**config.mk**
```make
export PLATFORM = sky130hd
export DESIGN_NAME = pc_sequencer
export DESIGN_NICKNAME = d
export VERILOG_FILES = /design/src/rtl/pc_sequencer.sv
export SDC_FILE = /design/constraint.sdc
export NUM_CORES = 1
export LEC_CHECK = 0
export ABC_AREA = 1
export BUFFER_PORTS_ARGS = -buffer_cell sky130_fd_sc_hd__buf_4
export CAP_MARGIN = 20
export CORE_ASPECT_RATIO = 0.6
export CORE_MARGIN = 2
export CORE_UTILIZATION = 50
export CTS_CLUSTER_DIAMETER = 100
export CTS_CLUSTER_SIZE = 20
export DETAILED_ROUTE_END_ITERATION = 8
export PLACE_DENSITY = 0.94
export RECOVER_POWER = 50
export SETUP_SLACK_MARGIN = 0.15
export SYNTH_ARGS = -nofsm -noshare
export SYNTH_HDL_FRONTEND = slang
export SYNTH_SLANG_ARGS = --single-unit
export TNS_END_PERCENT = 50
```
**constraint.sdc**
```tcl
create_clock -name clk -period 4 [get_ports clk]
set_clock_uncertainty 0.1 [all_clocks]
set_input_delay 0.2 -clock clk [delete_from_list [all_inputs] [get_ports clk]]
set_output_delay 0.2 -clock clk [all_outputs]
set_load 0.01 [all_outputs]
```
**src/rtl/pc_sequencer.sv**
```systemverilog
// pc_sequencer
//   Fetch-stage PC controller for a Y86-64 pipeline. Holds the predicted PC
//   and selects each cycle's fetch address. The candidates, in priority order,
//   are: jXX mispredict recovery from M, ret target from W, and the predicted PC.
//   A small FSM tracks an in-flight ret (wait for W) and halt (park until a
//   mispredict squashes the halt). It drives stall/bubble to the F/D registers.
//
// Optional feature macro: PC_SEQ_PERF_EN
//   When defined, three 32-bit saturating event counters are added.
//
// Ports
//   clk, rst                     clock, asynchronous active-high reset
//   f_valid/f_icode/f_valC/f_valP fetched instruction info
//   load_use_stall               hazard unit hold request
//   m_valid/m_icode/m_cnd/m_valA M-stage jXX resolution
//   w_valid/w_icode/w_valM       W-stage ret target
//   fetch_pc                     instruction memory address (combinational)
//   f_stall, f_bubble            F hold / D nop injection (combinational)
//   halted                       sequencer parked on halt (from state register)
//   perf_*                       event counters (PC_SEQ_PERF_EN only)
module pc_sequencer #(
    parameter int             W        = 64,
    parameter logic [W-1:0]   RESET_PC = '0
) (
    input  logic          clk,
    input  logic          rst,
    input  logic          f_valid,
    input  logic [3:0]    f_icode,
    input  logic [W-1:0]  f_valC,
    input  logic [W-1:0]  f_valP,
    input  logic          load_use_stall,
    input  logic          m_valid,
    input  logic [3:0]    m_icode,
    input  logic          m_cnd,
    input  logic [W-1:0]  m_valA,
    input  logic          w_valid,
    input  logic [3:0]    w_icode,
    input  logic [W-1:0]  w_valM,
`ifdef PC_SEQ_PERF_EN
    output logic [31:0]   perf_mispredict,
    output logic [31:0]   perf_ret_bubbles,
    output logic [31:0]   perf_stall_cycles,
`endif
    output logic [W-1:0]  fetch_pc,
    output logic          f_stall,
    output logic          f_bubble,
    output logic          halted
);

    localparam logic [3:0] IC_HALT = 4'h0;
    localparam logic [3:0] IC_JXX  = 4'h7;
    localparam logic [3:0] IC_CALL = 4'h8;
    localparam logic [3:0] IC_RET  = 4'h9;

    typedef enum logic [1:0] {
        ST_RUN      = 2'd0,
        ST_RET_WAIT = 2'd1,
        ST_HALTED   = 2'd2
    } state_t;

    state_t         state_q, state_d;
    logic [W-1:0]   pred_pc_q, pred_pc_d;

    logic           mispredict;
    logic           ret_done;
    logic [W-1:0]   next_pred;
    state_t         fetch_state;

    assign mispredict = m_valid && (m_icode == IC_JXX) && !m_cnd;
    assign ret_done   = w_valid && (w_icode == IC_RET);

    assign fetch_pc = mispredict ? m_valA :
                      ret_done   ? w_valM : pred_pc_q;

    // Calls and jumps are predicted taken; everything else falls through.
    assign next_pred = ((f_icode == IC_CALL) || (f_icode == IC_JXX)) ? f_valC : f_valP;

    assign fetch_state = (f_icode == IC_RET)  ? ST_RET_WAIT :
                         (f_icode == IC_HALT) ? ST_HALTED   : ST_RUN;

    always_comb begin
        state_d   = state_q;
        pred_pc_d = pred_pc_q;
        f_stall   = 1'b0;
        f_bubble  = 1'b0;
        if (mispredict) begin
            // Squash the wrong-path instruction in D. This also aborts any
            // ret/halt wait that was entered on the wrong path. If imem is not
            // ready, park on the recovery address so it is re-fetched.
            f_bubble  = 1'b1;
            state_d   = ST_RUN;
            pred_pc_d = f_valid ? next_pred : m_valA;
        end else if (ret_done && (state_q != ST_HALTED)) begin
            // The ret target is fetched as a normal instruction this cycle.
            if (f_valid) begin
                pred_pc_d = next_pred;
                state_d   = fetch_state;
            end else begin
                f_stall   = 1'b1;
                f_bubble  = 1'b1;
                pred_pc_d = w_valM;
                state_d   = ST_RUN;
            end
        end else begin
            case (state_q)
                ST_RUN: begin
                    // A load-use hold keeps D, so it must not also get a bubble.
                    if (load_use_stall) begin
                        f_stall = 1'b1;
                    end else if (!f_valid) begin
                        f_stall  = 1'b1;
                        f_bubble = 1'b1;
                    end else begin
                        pred_pc_d = next_pred;
                        state_d   = fetch_state;
                    end
                end
                default: begin
                    f_stall  = 1'b1;
                    f_bubble = 1'b1;
                end
            endcase
        end
    end

    always_ff @(posedge clk or posedge rst) begin
        if (rst) begin
            state_q   <= ST_RUN;
            pred_pc_q <= RESET_PC;
        end else begin
            state_q   <= state_d;
            pred_pc_q <= pred_pc_d;
        end
    end

    assign halted = (state_q == ST_HALTED);

`ifdef PC_SEQ_PERF_EN
    logic [31:0] perf_mis_q, perf_mis_d;
    logic [31:0] perf_ret_q, perf_ret_d;
    logic [31:0] perf_stl_q, perf_stl_d;
    logic        inc_mis, inc_ret, inc_stl;

    assign inc_mis = mispredict;
    assign inc_ret = (state_q == ST_RET_WAIT) && !mispredict && !ret_done;
    assign inc_stl = (state_q == ST_RUN) && !mispredict && !ret_done && load_use_stall;

    always_comb begin
        perf_mis_d = perf_mis_q + {31'd0, (inc_mis && (perf_mis_q != 32'hFFFF_FFFF))};
        perf_ret_d = perf_ret_q + {31'd0, (inc_ret && (perf_ret_q != 32'hFFFF_FFFF))};
        perf_stl_d = perf_stl_q + {31'd0, (inc_stl && (perf_stl_q != 32'hFFFF_FFFF))};
    end

    always_ff @(posedge clk or posedge rst) begin
        if (rst) begin
            perf_mis_q <= '0;
            perf_ret_q <= '0;
            perf_stl_q <= '0;
        end else begin
            perf_mis_q <= perf_mis_d;
            perf_ret_q <= perf_ret_d;
            perf_stl_q <= perf_stl_d;
        end
    end

    assign perf_mispredict   = perf_mis_q;
    assign perf_ret_bubbles  = perf_ret_q;
    assign perf_stall_cycles = perf_stl_q;
`endif

endmodule

```
==> out/summary.txt <==
area of the die: 14800 µm²
Clock Tree Root: sky130_fd_sc_hd__clkbuf_16
total DRC errors in the routed layout: 0
number of I/O pins: 342
initial standard-cell utilization of the core: 0.510
post-synthesis net count: 1487
crit path capture type: output pin
clock network latency to the later pin of the worst-skew pair: 0.32 ns
Detailed Route Iter0 Violations: 780
unrepaired setup endpoints after global routing: no
maximum number of pins on one net before global-route repair: 99
cell types with the largest area share after synthesis: sky130_fd_sc_hd__dfrtp_1 (24%), sky130_fd_sc_hd__nand2_1 (21%), sky130_fd_sc_hd__nand3_1 (14%)
clock-pin slew reported for the worst setup and hold paths after clock tree synthesis: 0.06 ns
Routed wire per std cell: 16.1 µm
height of the chip: 95.2 µm
Worst Hold Margin: 0.0826 ns
data arrival time of the worst path: 2.86 ns
period utilization: 0.790
floorplan die width: 156 µm
Nets: 1752
final std cells w/o fill: 1657
detailed-placement wirelength estimate: 18.3 mm
antenna violations before repair: 0
violated checks: capacitance limit, slew limit
leakage power: 5.32 nW
TritonCTS clock tree: built
post-synth top area cell: sky130_fd_sc_hd__dfrtp_1
transition time at the pin with the least slew margin: 1.89 ns
Setup Fix Bufs, Post-CTS: 0
Tightest Hold Check Type: in -> reg
count of antenna-violating nets left after detailed routing: 0
summed negative setup slack over all endpoints: 0 ns
most instantiated library cell after synthesis: sky130_fd_sc_hd__nand2_1
number of cells after detailed placement: 1640
critical path data required time: 3.70 ns
Mapped Cells: 1212
count of different cell masters after synthesis: 24
CTS buffer count: 9
Max-Cap Viols: 1
register area share after synthesis: 0.238
Ant. Diodes: 0
final estimated routing congestion in global placement: 0.883
Period minus WS final: 3.16 ns
Max Buffers Root-to-Sink: 2
ratio of cells with drive above 1 in the final layout: 0.275
area of the core: 13600 µm²
number of vias in the routed layout: 9315
hold-fix buffer count after cts: 1
CP Max Fanout: 48
Resized Gates After CTS: 0
final wirelength: 26.7 mm
number of input and output port buffers inserted: 341
number of H-tree levels: 3
Num Clock Sinks: 66
stage delay of the slowest cell on the critical path: 1.41 ns
Warnings, synthesis: 0
share of the synthesized area in the top cell type: 0.238
number of enable flip-flop cells after synthesis: 0
remaining global-route overflow: 0
slew margin rel.: -0.264
fraction of registers with async set or reset after synthesis: 1.00
Finish-stage setup viols: 0
fin. max-slew vios: 49
number of rows in the core area: 33
worst-case vdd ir drop: 0.000184 V
final hold violation count: 0
Post-synth top flop: sky130_fd_sc_hd__dfrtp_1
GRT Util Overall: 0.344
post-synthesis average cell area: 5.71 µm²
average via count per standard cell: 5.62
cell family with the largest share of critical-path delay: simple AND/OR/NAND/NOR gates
cell type of the slowest stage on the worst timing path: sky130_fd_sc_hd__nor2_2
Detailed Routing Iterations Pass 1: 6
Cell Area, Synth: 6930 µm²
crit path buf inv count: 2
#FFs+latches synth: 66
Setup CP Type: reg -> out
worst-path cell chain: nor2_1, nor3_1, nor2_2, a21oi_1, inv_1, buf_4
status: finished, violations left
Setup crit start kind: flip-flop
wire length of the first global-routing pass: 40.7 mm
fmax: 316 MHz
Post-synth top cells: sky130_fd_sc_hd__nand2_1 (393), sky130_fd_sc_hd__nor2_1 (200), sky130_fd_sc_hd__nand3_1 (192)
number of global-route vias before repair: 8288
signed area change from the synthesized netlist to the final layout: 37.6%
final core occ: 0.701
power density over cell area: 318 nW/µm²
[cell usage in the layout, fill, tap and decap left out]
cell type                       Yosys  routed
sky130_fd_sc_hd__a21oi_1           34      34
sky130_fd_sc_hd__buf_4             10     351
sky130_fd_sc_hd__clkbuf_1          25       2
sky130_fd_sc_hd__clkbuf_16          0       9
sky130_fd_sc_hd__clkbuf_2           0       2
sky130_fd_sc_hd__clkbuf_4           0       1
sky130_fd_sc_hd__clkbuf_8           0       3
sky130_fd_sc_hd__clkinv_2           0       3
sky130_fd_sc_hd__dfrtp_1           66      66
sky130_fd_sc_hd__dlygate4sd3_1      0       1
sky130_fd_sc_hd__inv_1             71      73
sky130_fd_sc_hd__inv_2              4       1
sky130_fd_sc_hd__nand2_1          393     391
sky130_fd_sc_hd__nand2_2            4       6
sky130_fd_sc_hd__nand2_4            2       2
sky130_fd_sc_hd__nand3_1          192     192
sky130_fd_sc_hd__nand3_2            3       3
sky130_fd_sc_hd__nand3_4            1       1
sky130_fd_sc_hd__nand4_1           34      34
sky130_fd_sc_hd__nor2_1           200     201
sky130_fd_sc_hd__nor2_2             0       1
sky130_fd_sc_hd__nor2_4             4       2
sky130_fd_sc_hd__nor2_8             2       2
sky130_fd_sc_hd__nor3_1             0       1
sky130_fd_sc_hd__o211ai_1          11      11
sky130_fd_sc_hd__o211ai_2          20      20
sky130_fd_sc_hd__o21ai_0           68      68
sky130_fd_sc_hd__o22ai_1            1       1
[metal layers]
| layer | track usage | part of all wire | up-vias |
|---|---|---|---|
| met4 | 0.134 | 0.031 | 0 |
| met5 | 0 | 0 | - |
| met2 | 0.558 | 0.45 | 619 |
| met1 | 0.453 | 0.40 | 4182 |
| met3 | 0.0741 | 0.11 | 73 |
| li1 | - | - | 4441 |
[final timing paths]
check / start / endpoint / slack [ns] / cells after the start
max: state_q[0] / f_stall / 0.84 / 6
max reg2reg: state_q[0] / pred_pc_q[39] / 0.92 / 8
min reg2reg: pred_pc_q[50] / pred_pc_q[50] / 0.42 / 2
max in group asynchronous: rst / pred_pc_q[35] / 1.43 / 4
min: w_valM[22] / pred_pc_q[22] / 0.08 / 5
min in group asynchronous: rst / pred_pc_q[56] / 0.74 / 3
[registers in the layout, summed over array words and instances, names as in the netlist]
signal,count
pred_pc_q,64
state_q,2
[tightest hold or removal path, stage by stage]
cell and delay [ns]:
sky130_fd_sc_hd__buf_4 0.08, sky130_fd_sc_hd__nand2_1 0.04, sky130_fd_sc_hd__nand3_1 0.07, sky130_fd_sc_hd__nand2_1 0.04
sky130_fd_sc_hd__inv_1 0.04
[cell families (layout without fill, tap and decap cells)]
| family | count (synthesis) | after routing | synth area share |
|---|---|---|---|
| compound gates | 134 | 134 | 0.123 |
| buf+inv | 176 | 446 | 0.121 |
| flops | 66 | 66 | 0.238 |
| simple gates | 836 | 836 | 0.518 |
[layout make-up]
class	instances	area, µm²
Multi-Input combinational cell	970	4430
Fill cell	1214	4060
Timing Repair Buffer	355	2660
Sequential cell	66	1650
Inverter	75	283
Clock buffer	14	274
Tap cell	175	219
Clock inverter	2	10.0
[per-stage QoR]
| stage | power, mW | instance area (µm²) | setup slack [ns] |
|---|---|---|---|
| global route | 3.22 | 9530 | 0.665 |
| detailed placement | 2.26 | 9260 | 1.27 |
| global placement | 2.22 | 9260 | 1.37 |
| finish | 3.03 | 9530 | 0.840 |
| floorplan | 1.63 | 6930 | 2.05 |
| CTS | 3.03 | 9550 | 1.45 |
[report_power, final]
| group | internal, mW | leakage [nW] | switching [mW] |
|---|---|---|---|
| logic | 0.647 | 4.44 | 0.723 |
| clock network | 0.469 | 0.143 | 0.289 |
| registers | 0.830 | 0.731 | 0.0688 |
No activity file was read; power rests on OpenSTA's default activity.
